File: config.mk
export PLATFORM = sky130hd
export DESIGN_NAME = fpu_request_arbiter
export DESIGN_NICKNAME = d
export VERILOG_FILES = /design/src/rtl/fpu_arb_pkg.sv /design/src/rtl/fpu_rr_picker.sv /design/src/rtl/fpu_request_arbiter.sv
export SDC_FILE = /design/constraint.sdc
export NUM_CORES = 1
export LEC_CHECK = 0
export ABC_AREA = 1
export BUFFER_PORTS_ARGS = -buffer_cell sky130_fd_sc_hd__buf_4
export CAP_MARGIN = 20
export CORE_AREA = 3 3 165 167
export DETAILED_ROUTE_END_ITERATION = 10
export DIE_AREA = 0 0 168 170
export SETUP_SLACK_MARGIN = 0.4
export SYNTH_ARGS = -nofsm -noshare
export SYNTH_HDL_FRONTEND = slang
export SYNTH_HIERARCHICAL = 1
export SYNTH_SLANG_ARGS = --single-unit
File: constraint.sdc
create_clock -name clk -period 2.63 [get_ports clk]
set_clock_uncertainty 0.05 [all_clocks]
set_input_delay 0.263 -clock clk [delete_from_list [all_inputs] [get_ports clk]]
set_output_delay 0.263 -clock clk [all_outputs]
set_load 0.02 [all_outputs]
File: src/rtl/fpu_arb_pkg.sv
// Shared types and constants for the FPU request arbiter.
package fpu_arb_pkg;

  localparam int unsigned DATA_W     = 32;
  localparam int unsigned OPCODE_W   = 3;
  localparam int unsigned FLAGS_W    = 5;
  localparam int unsigned FLAG_NV    = 4;
  localparam int unsigned WAIT_CNT_W = 8;

  localparam logic [DATA_W-1:0]  FPU_QNAN      = 32'h7FC0_0000;
  localparam logic [FLAGS_W-1:0] TIMEOUT_FLAGS = FLAGS_W'(1 << FLAG_NV);

  typedef enum logic [1:0] {
    IDLE  = 2'd0,
    ISSUE = 2'd1,
    WAIT  = 2'd2,
    RESP  = 2'd3
  } arb_state_e;

  typedef struct packed {
    logic [DATA_W-1:0]   operand_a;
    logic [DATA_W-1:0]   operand_b;
    logic [OPCODE_W-1:0] opcode;
  } fpu_req_t;

endpackage

File: src/rtl/fpu_rr_picker.sv
// Combinational round-robin picker: first set request at or above ptr, wrapping.
module fpu_rr_picker #(
  parameter int unsigned NUM_REQ = 4,
  parameter int unsigned IDX_W   = 2
) (
  input  logic [NUM_REQ-1:0] req,
  input  logic [IDX_W-1:0]   ptr,
  output logic [NUM_REQ-1:0] grant,
  output logic [IDX_W-1:0]   grant_idx,
  output logic               any_req
);

  logic [IDX_W:0] cand;
  logic           found;

  always_comb begin
    grant     = '0;
    grant_idx = '0;
    found     = 1'b0;
    cand      = '0;
    for (int unsigned i = 0; i < NUM_REQ; i++) begin
      cand = {1'b0, ptr} + (IDX_W+1)'(i);
      if (cand >= (IDX_W+1)'(NUM_REQ)) cand = cand - (IDX_W+1)'(NUM_REQ);
      if (!found && req[cand[IDX_W-1:0]]) begin
        found                   = 1'b1;
        grant[cand[IDX_W-1:0]]  = 1'b1;
        grant_idx               = cand[IDX_W-1:0];
      end
    end
  end

  assign any_req = |req;

endmodule

File: src/rtl/fpu_request_arbiter.sv
// Shares one FPU between the scalar core (req 0) and SIMD lanes, one op in flight.
// Optional WAIT-state timeout is enabled by defining FPU_ARB_TIMEOUT_EN.
module fpu_request_arbiter
  import fpu_arb_pkg::*;
#(
  parameter int unsigned NUM_REQ        = 4,
  parameter int unsigned TIMEOUT_CYCLES = 64
) (
  input  logic                         clk,
  input  logic                         reset_n,
  input  logic [NUM_REQ-1:0]           req_valid,
  output logic [NUM_REQ-1:0]           req_ready,
  input  logic [NUM_REQ*DATA_W-1:0]    req_operand_a,
  input  logic [NUM_REQ*DATA_W-1:0]    req_operand_b,
  input  logic [NUM_REQ*OPCODE_W-1:0]  req_opcode,
  input  logic                         flush,
  output logic [DATA_W-1:0]            fpu_operand_a,
  output logic [DATA_W-1:0]            fpu_operand_b,
  output logic [OPCODE_W-1:0]          fpu_opcode,
  output logic                         fpu_doorbell,
  output logic                         simd_doorbell,
  output logic                         fpu_enable,
  input  logic                         fpu_done,
  input  logic [DATA_W-1:0]            fpu_result,
  input  logic [FLAGS_W-1:0]           fpu_flags,
  output logic [NUM_REQ-1:0]           rsp_valid,
  output logic [DATA_W-1:0]            rsp_result,
  output logic [FLAGS_W-1:0]           rsp_flags,
  output logic                         rsp_error,
  output logic                         busy
);

  localparam int unsigned IDX_W = (NUM_REQ > 1) ? $clog2(NUM_REQ) : 1;

  arb_state_e         state;
  logic [IDX_W-1:0]   rr_ptr;
  logic [IDX_W-1:0]   hold_idx;
  fpu_req_t           hold_q;

  logic [NUM_REQ-1:0] pick_grant;
  logic [IDX_W-1:0]   pick_idx;
  logic               pick_any;
  fpu_req_t           pick_req;

  fpu_rr_picker #(
    .NUM_REQ (NUM_REQ),
    .IDX_W   (IDX_W)
  ) u_picker (
    .req       (req_valid),
    .ptr       (rr_ptr),
    .grant     (pick_grant),
    .grant_idx (pick_idx),
    .any_req   (pick_any)
  );

  // Operand slice of the current winner, latched on accept.
  always_comb begin
    pick_req.operand_a = req_operand_a[32'(pick_idx)*DATA_W +: DATA_W];
    pick_req.operand_b = req_operand_b[32'(pick_idx)*DATA_W +: DATA_W];
    pick_req.opcode    = req_opcode[32'(pick_idx)*OPCODE_W +: OPCODE_W];
  end

  // Accept strobe is the only combinational output; muted by flush and reset.
  assign req_ready = (reset_n && (state == IDLE) && !flush) ? pick_grant : '0;

  assign fpu_operand_a = hold_q.operand_a;
  assign fpu_operand_b = hold_q.operand_b;
  assign fpu_opcode    = hold_q.opcode;

`ifdef FPU_ARB_TIMEOUT_EN
  logic [WAIT_CNT_W-1:0] wait_cnt;
  logic                  rsp_error_q;
  assign rsp_error = rsp_error_q;
`else
  localparam int unsigned unused_timeout_cycles = TIMEOUT_CYCLES;
  assign rsp_error = 1'b0;
`endif

  always_ff @(posedge clk or negedge reset_n) begin
    if (!reset_n) begin
      state         <= IDLE;
      rr_ptr        <= '0;
      hold_idx      <= '0;
      hold_q        <= '0;
      fpu_doorbell  <= 1'b0;
      simd_doorbell <= 1'b0;
      fpu_enable    <= 1'b0;
      rsp_valid     <= '0;
      rsp_result    <= '0;
      rsp_flags     <= '0;
      busy          <= 1'b0;
`ifdef FPU_ARB_TIMEOUT_EN
      wait_cnt      <= '0;
      rsp_error_q   <= 1'b0;
`endif
    end else if (flush) begin
      // Abort without response; pointer and hold registers keep their values.
      state         <= IDLE;
      fpu_doorbell  <= 1'b0;
      simd_doorbell <= 1'b0;
      fpu_enable    <= 1'b0;
      rsp_valid     <= '0;
      busy          <= 1'b0;
`ifdef FPU_ARB_TIMEOUT_EN
      rsp_error_q   <= 1'b0;
`endif
    end else begin
      case (state)
        IDLE: begin
          if (pick_any) begin
            state         <= ISSUE;
            hold_q        <= pick_req;
            hold_idx      <= pick_idx;
            fpu_doorbell  <= (pick_idx == '0);
            simd_doorbell <= (pick_idx != '0);
            fpu_enable    <= 1'b1;
            busy          <= 1'b1;
          end
        end
        ISSUE: begin
          state         <= WAIT;
          fpu_doorbell  <= 1'b0;
          simd_doorbell <= 1'b0;
          fpu_enable    <= 1'b0;
`ifdef FPU_ARB_TIMEOUT_EN
          wait_cnt      <= '0;
`endif
        end
        WAIT: begin
          if (fpu_done) begin
            state      <= RESP;
            rsp_valid  <= NUM_REQ'(1) << hold_idx;
            rsp_result <= fpu_result;
            rsp_flags  <= fpu_flags;
`ifdef FPU_ARB_TIMEOUT_EN
            rsp_error_q <= 1'b0;
          end else if (wait_cnt == WAIT_CNT_W'(TIMEOUT_CYCLES)) begin
            state       <= RESP;
            rsp_valid   <= NUM_REQ'(1) << hold_idx;
            rsp_result  <= FPU_QNAN;
            rsp_flags   <= TIMEOUT_FLAGS;
            rsp_error_q <= 1'b1;
          end else begin
            wait_cnt <= wait_cnt + WAIT_CNT_W'(1);
`endif
          end
        end
        RESP: begin
          state     <= IDLE;
          rsp_valid <= '0;
          busy      <= 1'b0;
          rr_ptr    <= (hold_idx == IDX_W'(NUM_REQ-1)) ? '0 : hold_idx + IDX_W'(1);
`ifdef FPU_ARB_TIMEOUT_EN
          rsp_error_q <= 1'b0;
`endif
        end
        default: state <= IDLE;
      endcase
    end
  end

endmodule
==> qor.txt <==
Die Area -> 28560 um^2
endpoints failing hold -> 0
port buffer count -> 428
DRC -> 0
dpl hpwl -> 23.84 mm
Num Clock Sinks -> 118
switching power -> 10.27 mW
crit path capture -> fpu_operand_a[11]$_DFFE_PN0P_
Clk Latency, worst-skew pair -> 0.40 ns
# diodes -> 0
Worst Hold Class -> primary input to flop
setup violators final -> 0
largest net degree at the start of global routing -> 119
vias per inst -> 4.631
syn_nets -> 1588
kind of critical path -> flop to flop
Critical Path, Cell by Cell -> inv_6, ha_4, inv_4, nand2_2, nand2_2, nor2_4, buf_4, nand4_1, nand3_4, buf_12, inv_12, buf_12, buf_16, nand2_1, nand2_1, nand3_1, nand3_1
Clock Tree Root -> clkbuf_16
P&R area growth vs syn -> 65.29%
post-synth top area share -> 37.59%
clock transition at the registers of the reported paths -> 0.06 ns
share of cells above drive strength 1 -> 33.28%
cells after synthesis -> 1261
Fmax -> 413.7 MHz
drt wl/cell -> 16.90 um
power share of the combinational group -> 74.9%
count of cell types in the netlist -> 25
R2R Path End -> fpu_operand_a[11]$_DFFE_PN0P_
Clock power frac -> 10.4%
CP delay by family, top -> simple AND/OR/NAND/NOR gates
CTS Buf Count -> 17
worst reg2reg setup slack -> 0.21 ns
Worst Tran Pin Value -> 0.7341 ns
RSZ-0062 raised after global routing -> true
pins over their slew limit -> 0
Critical Path RT -> 2.87 ns
Die W -> 168 um
Worst Reg-to-Reg Cells -> 17
Pre-antenna DRT Iters -> 7
Post-layout nets -> 2033
vias in the first global route -> 9328
share of power burned in registers -> 14.7%
hold_ws -> 0.05438 ns
Core Box Area -> 25910 um^2
Critical Path Start -> rr_ptr[0]$_DFFE_PN0P_
num rows -> 59
CP arrival -> 2.66 ns
Reg2Reg Launch Point -> rr_ptr[0]$_DFFE_PN0P_
design area -> 12980 um^2
worst slack, placed -> 0.2128 ns
outcome -> finished clean
Power Total -> 21.36 mW
Power Density -> 1645 nW/um^2
I/O Pins -> 430
Starting Density -> 30.32%
Area after DPL -> 11490 um^2
CP Buf/Inv Count -> 7
gr ovfl total -> 0
Crit. path cell count -> 17
Max-cap violations -> 0
via count -> 9512
crit path max fanout -> 23
Worst VDD drop -> 987.4 uV
Int Power -> 11.10 mW
hold path start -> fpu_result[24]
Max-slew headroom -> 51.06%
setup_tns -> 0 ns
Max clock buf depth -> 2
Sw Share -> 48.05%
CTS H-Tree Depth -> 4
cell count after placement -> 1979
Die H -> 170 um
Synthesis Warnings -> 6
Synth area leaders -> dfrtp_1, nand2_1, nand3_1, inv_1, o21ai_0
Syn Std Cell Area -> 7855 um^2
crit-path max cell delay -> 0.39 ns
antenna violations before repair -> 0
cell taking the most area after synthesis -> dfrtp_1
final antenna-violating net count -> 0
Startpoint Class -> flop
Final period util -> 91.91%
total track usage -> 23.21%
fin crit period -> 2.417 ns
Final Wtd Congestion -> 0.9433
Iter 0 DRT Violations -> 516
Synth Area per Inst -> 6.229 um^2
global-route wire length before repair -> 51.95 mm
worst setup margin -> 0.2129 ns
CTS tree -> done
register area share after synthesis -> 37.59%
final WL -> 34.71 mm
number of synthesized register bits -> 118
Core Util, Final -> 50.11%
Setup crit end kind -> flop
FILL cells -> 2649
P_leak -> 7.707 nW
final std cells w/o fill -> 2054
slowest library cell on the worst path -> dfrtp_2
## logic make-up (layout without fill, tap and decap cells)
family,after synthesis,count (layout),synth area share [%]
buf+inv,266,723,14.08
simple gates,804,805,42.23
compound gates,58,58,3.823
fa+ha+maj,14,14,2.230
other cells,1,1,0.04774
flops,118,118,37.59
## worst min-delay path, cell delays in order
cell and delay, ns:
buf_4 0.10, inv_1 0.03, o21ai_0 0.07
## power by group through the flow
stage	Sequential (mW)	Clock (mW)	Combinational (mW)
after global placement	3.15	0	11.7
final	3.15	2.22	16.0
after CTS	3.15	2.28	15.4
after global routing	3.26	2.36	17.3
after detailed placement	3.14	0	11.7
after floorplan	4.04	0	6.63
## synthesized netlist by cell type
library cell  number
nor2_1            10
buf_2             36
buf_6              5
nand3_1          153
nand2_4            1
inv_2              5
inv_1            191
nand4_1           11
nor2_4             1
inv_4              1
ha_1              14
nand2_1          615
nor2_2             1
a21oi_1            8
conb_1             1
buf_4              6
nand2_2            8
nor2_8             1
clkinv_1           1
nand3_4            1
a21boi_0           4
nand3_2            2
o21ai_0           46
clkbuf_1          21
dfrtp_1          118
## layout make-up
type                            instances  area [um^2]  share of cell area (%)
Inverter                              198        770.7                   5.936
Clock buffer                           20        436.7                   3.363
Timing Repair Buffer                  493         4353                   33.53
Clock inverter                         12        106.4                  0.8191
Tap cell                              335        419.2                   3.228
Sequential cell                       118         2955                   22.76
Multi-Input combinational cell        878         3943                   30.37
## state kept, by name, indices dropped and copies added, names as in the netlist, 3 cells and up
signal and flops:
rsp_flags 5, fpu_opcode 3, fpu_operand_b 32, rsp_result 32, fpu_operand_a 32, rsp_valid 4
## layer usage
| layer | GRT usage (%) | wire length (um) |
|---|---|---|
| met4 | 6.759 | 985 |
| met1 | 28.41 | 14170 |
| met3 | 4.785 | 1993 |
| met5 | 0 | 0 |
| met2 | 41.36 | 17550 |
## cells in the final DEF, fill, tap and decap left out, drive strengths merged, types with 4 or more instances in the layout
cell	count
a21boi	4
a21oi	8
buf	488
clkbuf	22
clkinv	7
clkinvlp	4
dfrtp	118
ha	14
inv	198
nand2	624
nand3	156
nand4	11
nor2	14
o21ai	46
## how the worst min path moves through the flow
stage                                    endpoint  slack [ns]  cells past startpoint
floorplan                        busy$_DFFE_PN0P_       -0.08                      0
global placement     fpu_operand_a[2]$_DFFE_PN0P_        0.42                      2
detailed placement  fpu_operand_b[10]$_DFFE_PN0P_        0.42                      2
CTS                    rsp_result[24]$_DFFE_PN0P_        0.03                      3
global route           rsp_result[15]$_DFFE_PN0P_        0.05                      3
finish                 rsp_result[24]$_DFFE_PN0P_        0.05                      3
## what timing repair did
action,in CTS,in global routing
hold buffers,1,0
pin swaps,10,5
resized for setup,57,10
setup buffers,22,2
cloned,15,3
endpoints found under the hold margin,98,0
setup endpoints to repair,73,75
No activity file was read; power rests on OpenSTA's default activity.
